==> config.mk <==
export PLATFORM = sky130hd
export DESIGN_NAME = mem_read_arbiter
export DESIGN_NICKNAME = d
export VERILOG_FILES = /design/src/rtl/mem_read_arbiter.sv
export SDC_FILE = /design/constraint.sdc
export NUM_CORES = 1
export LEC_CHECK = 0
export CAP_MARGIN = 20
export CORE_MARGIN = 5
export CORE_UTILIZATION = 34
export CTS_CLUSTER_SIZE = 16
export DETAILED_ROUTE_END_ITERATION = 16
export GPL_TIMING_DRIVEN = 1
export PLACE_DENSITY = 0.92
export SLEW_MARGIN = 25
export SYNTH_ARGS = -nofsm -noshare
export SYNTH_HDL_FRONTEND = slang
export SYNTH_SLANG_ARGS = --single-unit
==> constraint.sdc <==
create_clock -name clk -period 1.5 [get_ports clk]
set_input_delay 0.375 -clock clk [delete_from_list [all_inputs] [get_ports clk]]
set_output_delay 0.375 -clock clk [all_outputs]
set_load 0.01 [all_outputs]
==> src/rtl/mem_read_arbiter.sv <==
// mem_read_arbiter
//   Shares one AXI read port to memory between the i_cache (port 0) and the
//   d_cache (port 1). It grants one refill burst at a time and breaks ties
//   round-robin. It forwards the granted AR request, routes each returned R
//   beat to the owner, and releases the port after the counted last beat.
//   The write channels are not part of this block.
// Ports
//   clk, rst_n           clock, synchronous active-low reset
//   s0_ar*, s0_r*        i_cache read address / read data (slave side)
//   s1_ar*, s1_r*        d_cache read address / read data (slave side)
//   m_ar*, m_r*          memory read address / read data (master side)
//   busy                 1 while in GRANT or DATA
//   owner                port of the current or most recent grant
//   proto_err            sticky; set by an R beat arriving outside DATA
module mem_read_arbiter #(
    parameter int unsigned CNT_WIDTH  = 5,
    parameter int unsigned ADDR_WIDTH = 32,
    parameter int unsigned DATA_WIDTH = 32,
    parameter int unsigned ID_WIDTH   = 4
) (
    input  logic                  clk,
    input  logic                  rst_n,
    // i_cache
    input  logic [ADDR_WIDTH-1:0] s0_araddr,
    input  logic [CNT_WIDTH-1:0]  s0_arlen,
    input  logic [ID_WIDTH-1:0]   s0_arid,
    input  logic                  s0_arvalid,
    output logic                  s0_arready,
    output logic [DATA_WIDTH-1:0] s0_rdata,
    output logic                  s0_rvalid,
    input  logic                  s0_rready,
    // d_cache
    input  logic [ADDR_WIDTH-1:0] s1_araddr,
    input  logic [CNT_WIDTH-1:0]  s1_arlen,
    input  logic [ID_WIDTH-1:0]   s1_arid,
    input  logic                  s1_arvalid,
    output logic                  s1_arready,
    output logic [DATA_WIDTH-1:0] s1_rdata,
    output logic                  s1_rvalid,
    input  logic                  s1_rready,
    // memory
    output logic [ADDR_WIDTH-1:0] m_araddr,
    output logic [CNT_WIDTH-1:0]  m_arlen,
    output logic [ID_WIDTH-1:0]   m_arid,
    output logic                  m_arvalid,
    input  logic                  m_arready,
    input  logic [DATA_WIDTH-1:0] m_rdata,
    input  logic                  m_rvalid,
    output logic                  m_rready,
    // status
    output logic                  busy,
    output logic                  owner,
    output logic                  proto_err
);

    typedef enum logic [1:0] {
        ST_IDLE  = 2'd0,
        ST_GRANT = 2'd1,
        ST_DATA  = 2'd2
    } state_t;

    typedef struct packed {
        logic [ADDR_WIDTH-1:0] addr;
        logic [CNT_WIDTH-1:0]  len;
        logic [ID_WIDTH-1:0]   id;
    } ar_req_t;

    state_t               state_q, state_d;
    logic [CNT_WIDTH-1:0] cnt_q, cnt_d;
    logic                 owner_q, owner_d;
    logic                 last_grant_q, last_grant_d;
    logic                 proto_err_q, proto_err_d;
    ar_req_t              req_q, req_d;
    logic                 winner;
    logic                 owner_rready;

    // State and datapath registers
    always_ff @(posedge clk) begin
        if (!rst_n) begin
            state_q      <= ST_IDLE;
            cnt_q        <= '0;
            owner_q      <= 1'b0;
            last_grant_q <= 1'b1;
            proto_err_q  <= 1'b0;
            req_q        <= '0;
        end else begin
            state_q      <= state_d;
            cnt_q        <= cnt_d;
            owner_q      <= owner_d;
            last_grant_q <= last_grant_d;
            proto_err_q  <= proto_err_d;
            req_q        <= req_d;
        end
    end

    // Next-state, arbitration and channel steering
    always_comb begin
        state_d      = state_q;
        cnt_d        = cnt_q;
        owner_d      = owner_q;
        last_grant_d = last_grant_q;
        req_d        = req_q;
        proto_err_d  = proto_err_q | (m_rvalid && (state_q != ST_DATA));
        winner       = 1'b0;
        owner_rready = owner_q ? s1_rready : s0_rready;
        s0_arready   = 1'b0;
        s1_arready   = 1'b0;
        s0_rvalid    = 1'b0;
        s1_rvalid    = 1'b0;
        // Outside DATA stray beats are drained and dropped
        m_rready     = 1'b1;

        case (state_q)
            ST_IDLE: begin
                if (s0_arvalid || s1_arvalid) begin
                    // Tie goes to the port that did not win last time
                    winner = (s0_arvalid && s1_arvalid) ? ~last_grant_q : s1_arvalid;
                    owner_d      = winner;
                    last_grant_d = winner;
                    if (winner) begin
                        req_d.addr = s1_araddr;
                        req_d.len  = s1_arlen;
                        req_d.id   = s1_arid;
                    end else begin
                        req_d.addr = s0_araddr;
                        req_d.len  = s0_arlen;
                        req_d.id   = s0_arid;
                    end
                    state_d = ST_GRANT;
                end
            end
            ST_GRANT: begin
                if (owner_q) s1_arready = m_arready;
                else         s0_arready = m_arready;
                if (m_arready) begin
                    // A zero length still moves one beat
                    cnt_d   = (req_q.len == '0) ? CNT_WIDTH'(1) : req_q.len;
                    state_d = ST_DATA;
                end
            end
            ST_DATA: begin
                if (owner_q) s1_rvalid = m_rvalid;
                else         s0_rvalid = m_rvalid;
                m_rready = owner_rready;
                // Burst end is decided by the count; RLAST is not consulted
                if (m_rvalid && owner_rready) begin
                    cnt_d = cnt_q - CNT_WIDTH'(1);
                    if (cnt_q <= CNT_WIDTH'(1)) begin
                        state_d = ST_IDLE;
                    end
                end
            end
            default: begin
                state_d = ST_IDLE;
            end
        endcase
    end

    assign m_arvalid = (state_q == ST_GRANT);
    assign m_araddr  = req_q.addr;
    assign m_arlen   = req_q.len;
    assign m_arid    = req_q.id;
    assign s0_rdata  = m_rdata;
    assign s1_rdata  = m_rdata;
    assign busy      = (state_q != ST_IDLE);
    assign owner     = owner_q;
    assign proto_err = proto_err_q;

endmodule

==> results of run 1 <==
[cells in the final DEF, fill, tap and decap left out, drive strengths merged, types with 3 or more instances in the layout]
cell type       n
clkdlybuf4s50  84
buf            55
dfxtp          51
nor2           50
dlygate4sd2    47
mux2i          43
a211oi         41
clkbuf          9
nand2           6
a21oi           5
o21ai           4
nand3b          3
nor3            3
inv             3
nor2b           3
a21boi          3
[registers in the layout, summed over array words and instances, names as in the netlist]
name          cells
cnt_q             5
last_grant_q      1
m_araddr         32
m_arid            4
m_arlen           5
owner             1
proto_err         1
state_q           2
[cell families after synthesis]
| group | after synthesis | share of synthesized area [%] |
|---|---|---|
| AO/OA/AOI/OAI | 65 | 20.5 |
| flip-flops | 51 | 33.1 |
| multiplexers | 43 | 14.1 |
| adder cells (fa/ha/maj) | 2 | 0.812 |
| buffers and inverters | 87 | 20.7 |
| AND/OR/NAND/NOR | 74 | 10.8 |
[worst max-delay path: stages, from the launching register on]
cell     delay, ps
dfxtp_4        380
buf_6          120
or2_4          270
buf_6          120
buf_6          110
[stage by stage]
stage	setup WS, ps	setup TNS [ps]
after floorplan	153	0
after global placement	-486	-16540
after detailed placement	-533	-17970
after CTS	-200	-2210
after global routing	-222	-6260
final	-180	-4210
[path summary, 6_finish.rpt]
path	slack, ps	endpoint	from
hold / removal	500	proto_err	proto_err
setup / recovery	-180	busy	state_q[1]
setup reg to reg	-160	m_araddr[7]	state_q[1]
hold reg to reg	500	proto_err	proto_err
[power by group through the flow]
stage | Sequential (mW) | Clock [mW] | Combinational [mW]
6_report | 1.63 | 1.01 | 1.88
5_1_grt | 1.65 | 1.08 | 2.00
4_1_cts | 1.61 | 1.04 | 1.80
3_5_place_dp | 1.64 | 0 | 1.39
3_3_place_gp | 1.63 | 0 | 1.35
2_1_floorplan | 1.70 | 0 | 0.795
[final cells by class]
type | count | area [µm²] | area share [%]
clock buffers | 6 | 82.6 | 1.63
flip-flops and latches | 51 | 1030 | 20.4
inverters | 3 | 11.3 | 0.222
repair buffers | 194 | 2200 | 43.4
well taps | 108 | 135 | 2.66
clock inverters | 2 | 35.0 | 0.690
multi-input cells | 184 | 1580 | 31.0
[per-layer routing]
metal | vias up | GRT usage, %
li1 | 1300 | -
met1 | 1292 | 18.0
met2 | 111 | 30.7
met3 | 26 | 6.17
met4 | 0 | 6.39
met5 | - | 0
[repair_timing]
item | CTS | global route
cloned | 13 | 2
endpoints found under the hold margin | 0 | 0
endpoints found under the setup margin | 93 | 52
setup buffers | 15 | 5
pin swaps | 39 | 13
gates resized for setup | 110 | 37
==> flow_summary.toml, run 1 <==
[clock_network]
cts_root_buffer = "clkbuf_8"
worstSkewPairLatency_ps = 300
clock_sinks = 51
htree_levels = 2
cts_buffer_depth = 2
clk_pin_slew_ps = 100
postCtsHoldBufs = 0
tritoncts = "done"
numCtsBuffers = 5

[power_and_ir_drop]
p_sw_mw = 1.36
clkPwrFrac_pct = 22.5
internal_power_mw = 3.16
p_per_area_nw_per_um2 = 891
p_leak_nw = 2.13
power_frac_comb_pct = 41.6
total_power_mw = 4.52
sw_frac_of_total_pct = 30.0
seqPwrFrac_pct = 36.0
vdd_drop_max_mv = 0.575

[timing]
period_minus_slack_ps = 1680
finalHoldViolCount = 0
slew_headroom_pct = 69.4
rsz0062_at_grt = "true"
setup_viol = 47
fin_hold_ws_ps = 497
slew_viol_final = 0
fmax_mhz = 595
finClkSkew_ps = 4.47
worst_pin_slew_ps = 447
finalCritPeriodShare_pct = 112
setup_ws_ps = -180

[die]
start_util_pct = 35.2
dieHeight_um = 105
die_width_um = 105
ios = 236
core.rowCount = 34
core_region_area_um2 = 8760
dieArea_um2 = 11100

[finish]
nNetsFinal = 563
num_antenna_cells = 0
final_util_pct = 57.9
fillers = 747
fin_area_um2 = 5070
area_delta_synth_final_pct = 64.7
drive_gt1_share_pct = 32.3
instances_no_fill = 548

[drt]
dr.max_layer_used = "met4"
wl_per_cell_um = 18.2
ant_nets = 0
met1Wirelength_mm = 3.74
drcViolationCount = 0
vias_per_cell = 4.98
totalWireLength_mm = 9.99
wl_met3_um = 808
drtPass1Iterations = 4
drt_iter0_markers = 59
vias = 2729
wl_met2_mm = 5.29

[logic_synthesis]
synth.yosys.warnings = 0
syn_inst = 322
synthDistinctLibCells = 40
ys_top_cells_by_area = "dfxtp_1, buf_4, mux2i_1"
yosysSeqAreaShare_pct = 33.1
synth_top_area_share_pct = 33.1
synth_flop_cell = "dfxtp_1"
synth_area_per_cell_um2 = 9.57
syn_area_um2 = 3080
ys_async_sr_fraction_pct = 0
yosysMostFrequentCell = "buf_4"
synth_top_cell_by_area = "dfxtp_1"
synth_edf_count = 0
ys_ff_latch = 51
yosys-top-cells-count = "buf_4, dfxtp_1, nor2_1, mux2i_1, a211oi_2"
syn-num-nets = 446

[placed_design]
io_buffers = 139
dp_hpwl_mm = 6.67
place_area_um2 = 4230
place_inst = 507
gp_congestion = 0.794

[global_routing]
grt_max_degree = 23
grt_pass1_vias = 2991
grt_usage_pct = 17.0
overflow = 0
grt_pass1_wl_mm = 15.4
antenna_found_initial = 0

[critical_path]
critPathRequiredTime_ps = 1120
critPathLaunchType = "register"
ff2ff_path_depth = 9
worstPathMaxFanout = 6
worstPathArrival_ps = 1300
critPathKind = "register to output port"
end_kind = "output port"

[hold_path]
hold_class = "register to register"
min_path_cells = 2

[status]
violations = "negative setup slack"
run_status = "finished with violations"

[flow_run]
maxCapViolations = 0
(Power assumes the default switching activity.)
==> run 2, diff against run 1 <==
CORE_ASPECT_RATIO = 1.1   (was default)
CORE_UTILIZATION = 45   (was 34)
DONT_BUFFER_PORTS = 1   (was default)
PLACE_DENSITY = 0.71   (was 0.92)
==> run 2 against run 1 <==
Effect of this change:
- the flow now finishes without violations
- clock skew increased by 4.9 ps
- sequential share of layout area increased by 15 points
- combinational power decreased by 58%
- core utilization decreased by 14 points
- critical path depth decreased by 1
- critical path type unchanged
- largest power group is now sequential cells
==> flow_summary.toml, run 2 (same netlist as run 1, synthesis figures left out) <==
[drt]
totalWireLength_mm = 7.10
wl_per_cell_um = 20.6
drcViolationCount = 0
wl_met3_um = 721
drtPass1Iterations = 4
met1Wirelength_mm = 2.61
drt_iter0_markers = 67
dr.max_layer_used = "met4"
vias = 1985
wl_met2_mm = 3.58
ant_nets = 0
vias_per_cell = 5.77

[critical_path]
critPathKind = "register to output port"
critPathLaunchType = "register"
worstPathMaxFanout = 5
worstPathArrival_ps = 1110
worstPathCellList = "buf_6 > nor2b_4 > and3_4"
crit_slowest_cell = "dfxtp_2"
reg2reg_slack_ps = 70
ff2ff_path_depth = 5
rr_startpoint = "state_q[1]"
r2r_end = "m_araddr[27]"
max_stage_delay_ps = 360
critPathRequiredTime_ps = 1120
end_kind = "output port"

[power_and_ir_drop]
vdd_drop_max_mv = 0.580
p_leak_nw = 1.07
p_per_area_nw_per_um2 = 1170

[global_routing]
grt_usage_pct = 15.2
grt_pass1_wl_mm = 10.3
antenna_found_initial = 0
grt_pass1_vias = 2036
overflow = 0
grt_max_degree = 55

[clock_network]
htree_levels = 2
clock_sinks = 51
numCtsBuffers = 5
clk_pin_slew_ps = 80
cts_root_buffer = "clkbuf_8"
worstSkewPairLatency_ps = 290
postCtsHoldBufs = 0
tritoncts = "done"
cts_buffer_depth = 2

[finish]
area_delta_synth_final_pct = -4.91
drive_gt1_share_pct = 27.1
final_common_cell = "dfxtp_1"
nNetsFinal = 386
num_antenna_cells = 0
mostFrequentLayoutCells = "dfxtp_1, nor2_1, mux2i_1"
fin_area_um2 = 2930
largest_reg_flops = 32

[timing]
fmax_mhz = 675
finalHoldViolCount = 0
finalCritPeriodShare_pct = 98.8
worst_pin_slew_ps = 386
setup_viol = 0
finClkSkew_ps = 9.36
fin_hold_ws_ps = 160
slew_viol_final = 0
period_minus_slack_ps = 1480
fin_tns_setup_ps = 0
rsz0062_at_grt = "true"
slew_headroom_pct = 74.2

[die]
die_width_um = 88.9
core_region_area_um2 = 6630
start_util_pct = 46.5
core.rowCount = 31
dieHeight_um = 96.8
dieArea_um2 = 8600
ios = 236

[placed_design]
dp_hpwl_mm = 5.11
io_buffers = 0
place_area_um2 = 2680
gp_congestion = 0.896

[hold_path]
hold_class = "input port to register"
min_to = "last_grant_q"
hp-start = "rst_n"
min_path_cells = 1

[flow_run]
maxCapViolations = 0

[status]
run_status = "finished clean"
==> run 2: how the worst max path moves through the flow <==
| stage | from | end | cells after the start | slack, ps |
|---|---|---|---|---|
| finish | state_q[0] | s1_arready | 3 | 20 |
| detailed placement | state_q[1] | m_araddr[22] | 5 | 9 |
| global route | state_q[0] | s1_arready | 3 | -40 |
| global placement | state_q[1] | m_araddr[10] | 5 | 100 |
| floorplan | owner | cnt_q[4] | 4 | 150 |
| CTS | state_q[0] | m_rready | 4 | -10 |
==> run 2: layout make-up <==
type / count / area, µm²
clock inverter: 2 / 37.5
fill: 622 / 3700
timing repair buffer: 17 / 208
sequential: 51 / 1030
tap: 82 / 103
clock buffer: 5 / 68.8
inverter: 3 / 11.3
multi-input combinational: 184 / 1480
==> run 2: repair_timing <==
item | in CTS | in global routing
gates resized for setup | 11 | 5
pin swaps | 3 | 3
buffers inserted | 2 | 3
cloned | 0 | 2
setup endpoints to repair | 7 | 35
==> run 2: worst max-delay path: cells and delay by family, from the launching register on <==
kind,cells,cell delay (ps)
and+or+nand+nor,2,340
DFF,1,360
buffers and inverters,1,120
==> run 2: metal layers <==
metal	GRT usage, %	vias up
li1	-	938
met1	16.4	921
met2	25.7	95
met3	5.61	31
met4	7.09	0
met5	0	-
==> run 2: metrics by stage <==
| stage | total power [mW] | setup slack (ps) | util, % | std cells |
|---|---|---|---|---|
| 2_1_floorplan | 2.49 | 153 | - | 322 |
| 3_3_place_gp | 2.43 | 101 | 40.4 | 330 |
| 3_5_place_dp | 2.45 | 9.11 | 40.4 | 330 |
| 4_1_cts | 3.42 | -12.4 | 42.8 | 339 |
| 5_1_grt | 3.64 | -40.0 | 44.2 | 344 |
| 6_report | 3.43 | 17.7 | 44.2 | 344 |
==> run 2: power by group <==
group          switching, mW  leakage (nW)  total (mW)  internal [mW]
clock network          0.445        0.0502       0.933          0.488
registers              0.199         0.424        1.71           1.51
logic                  0.423         0.599       0.789          0.366
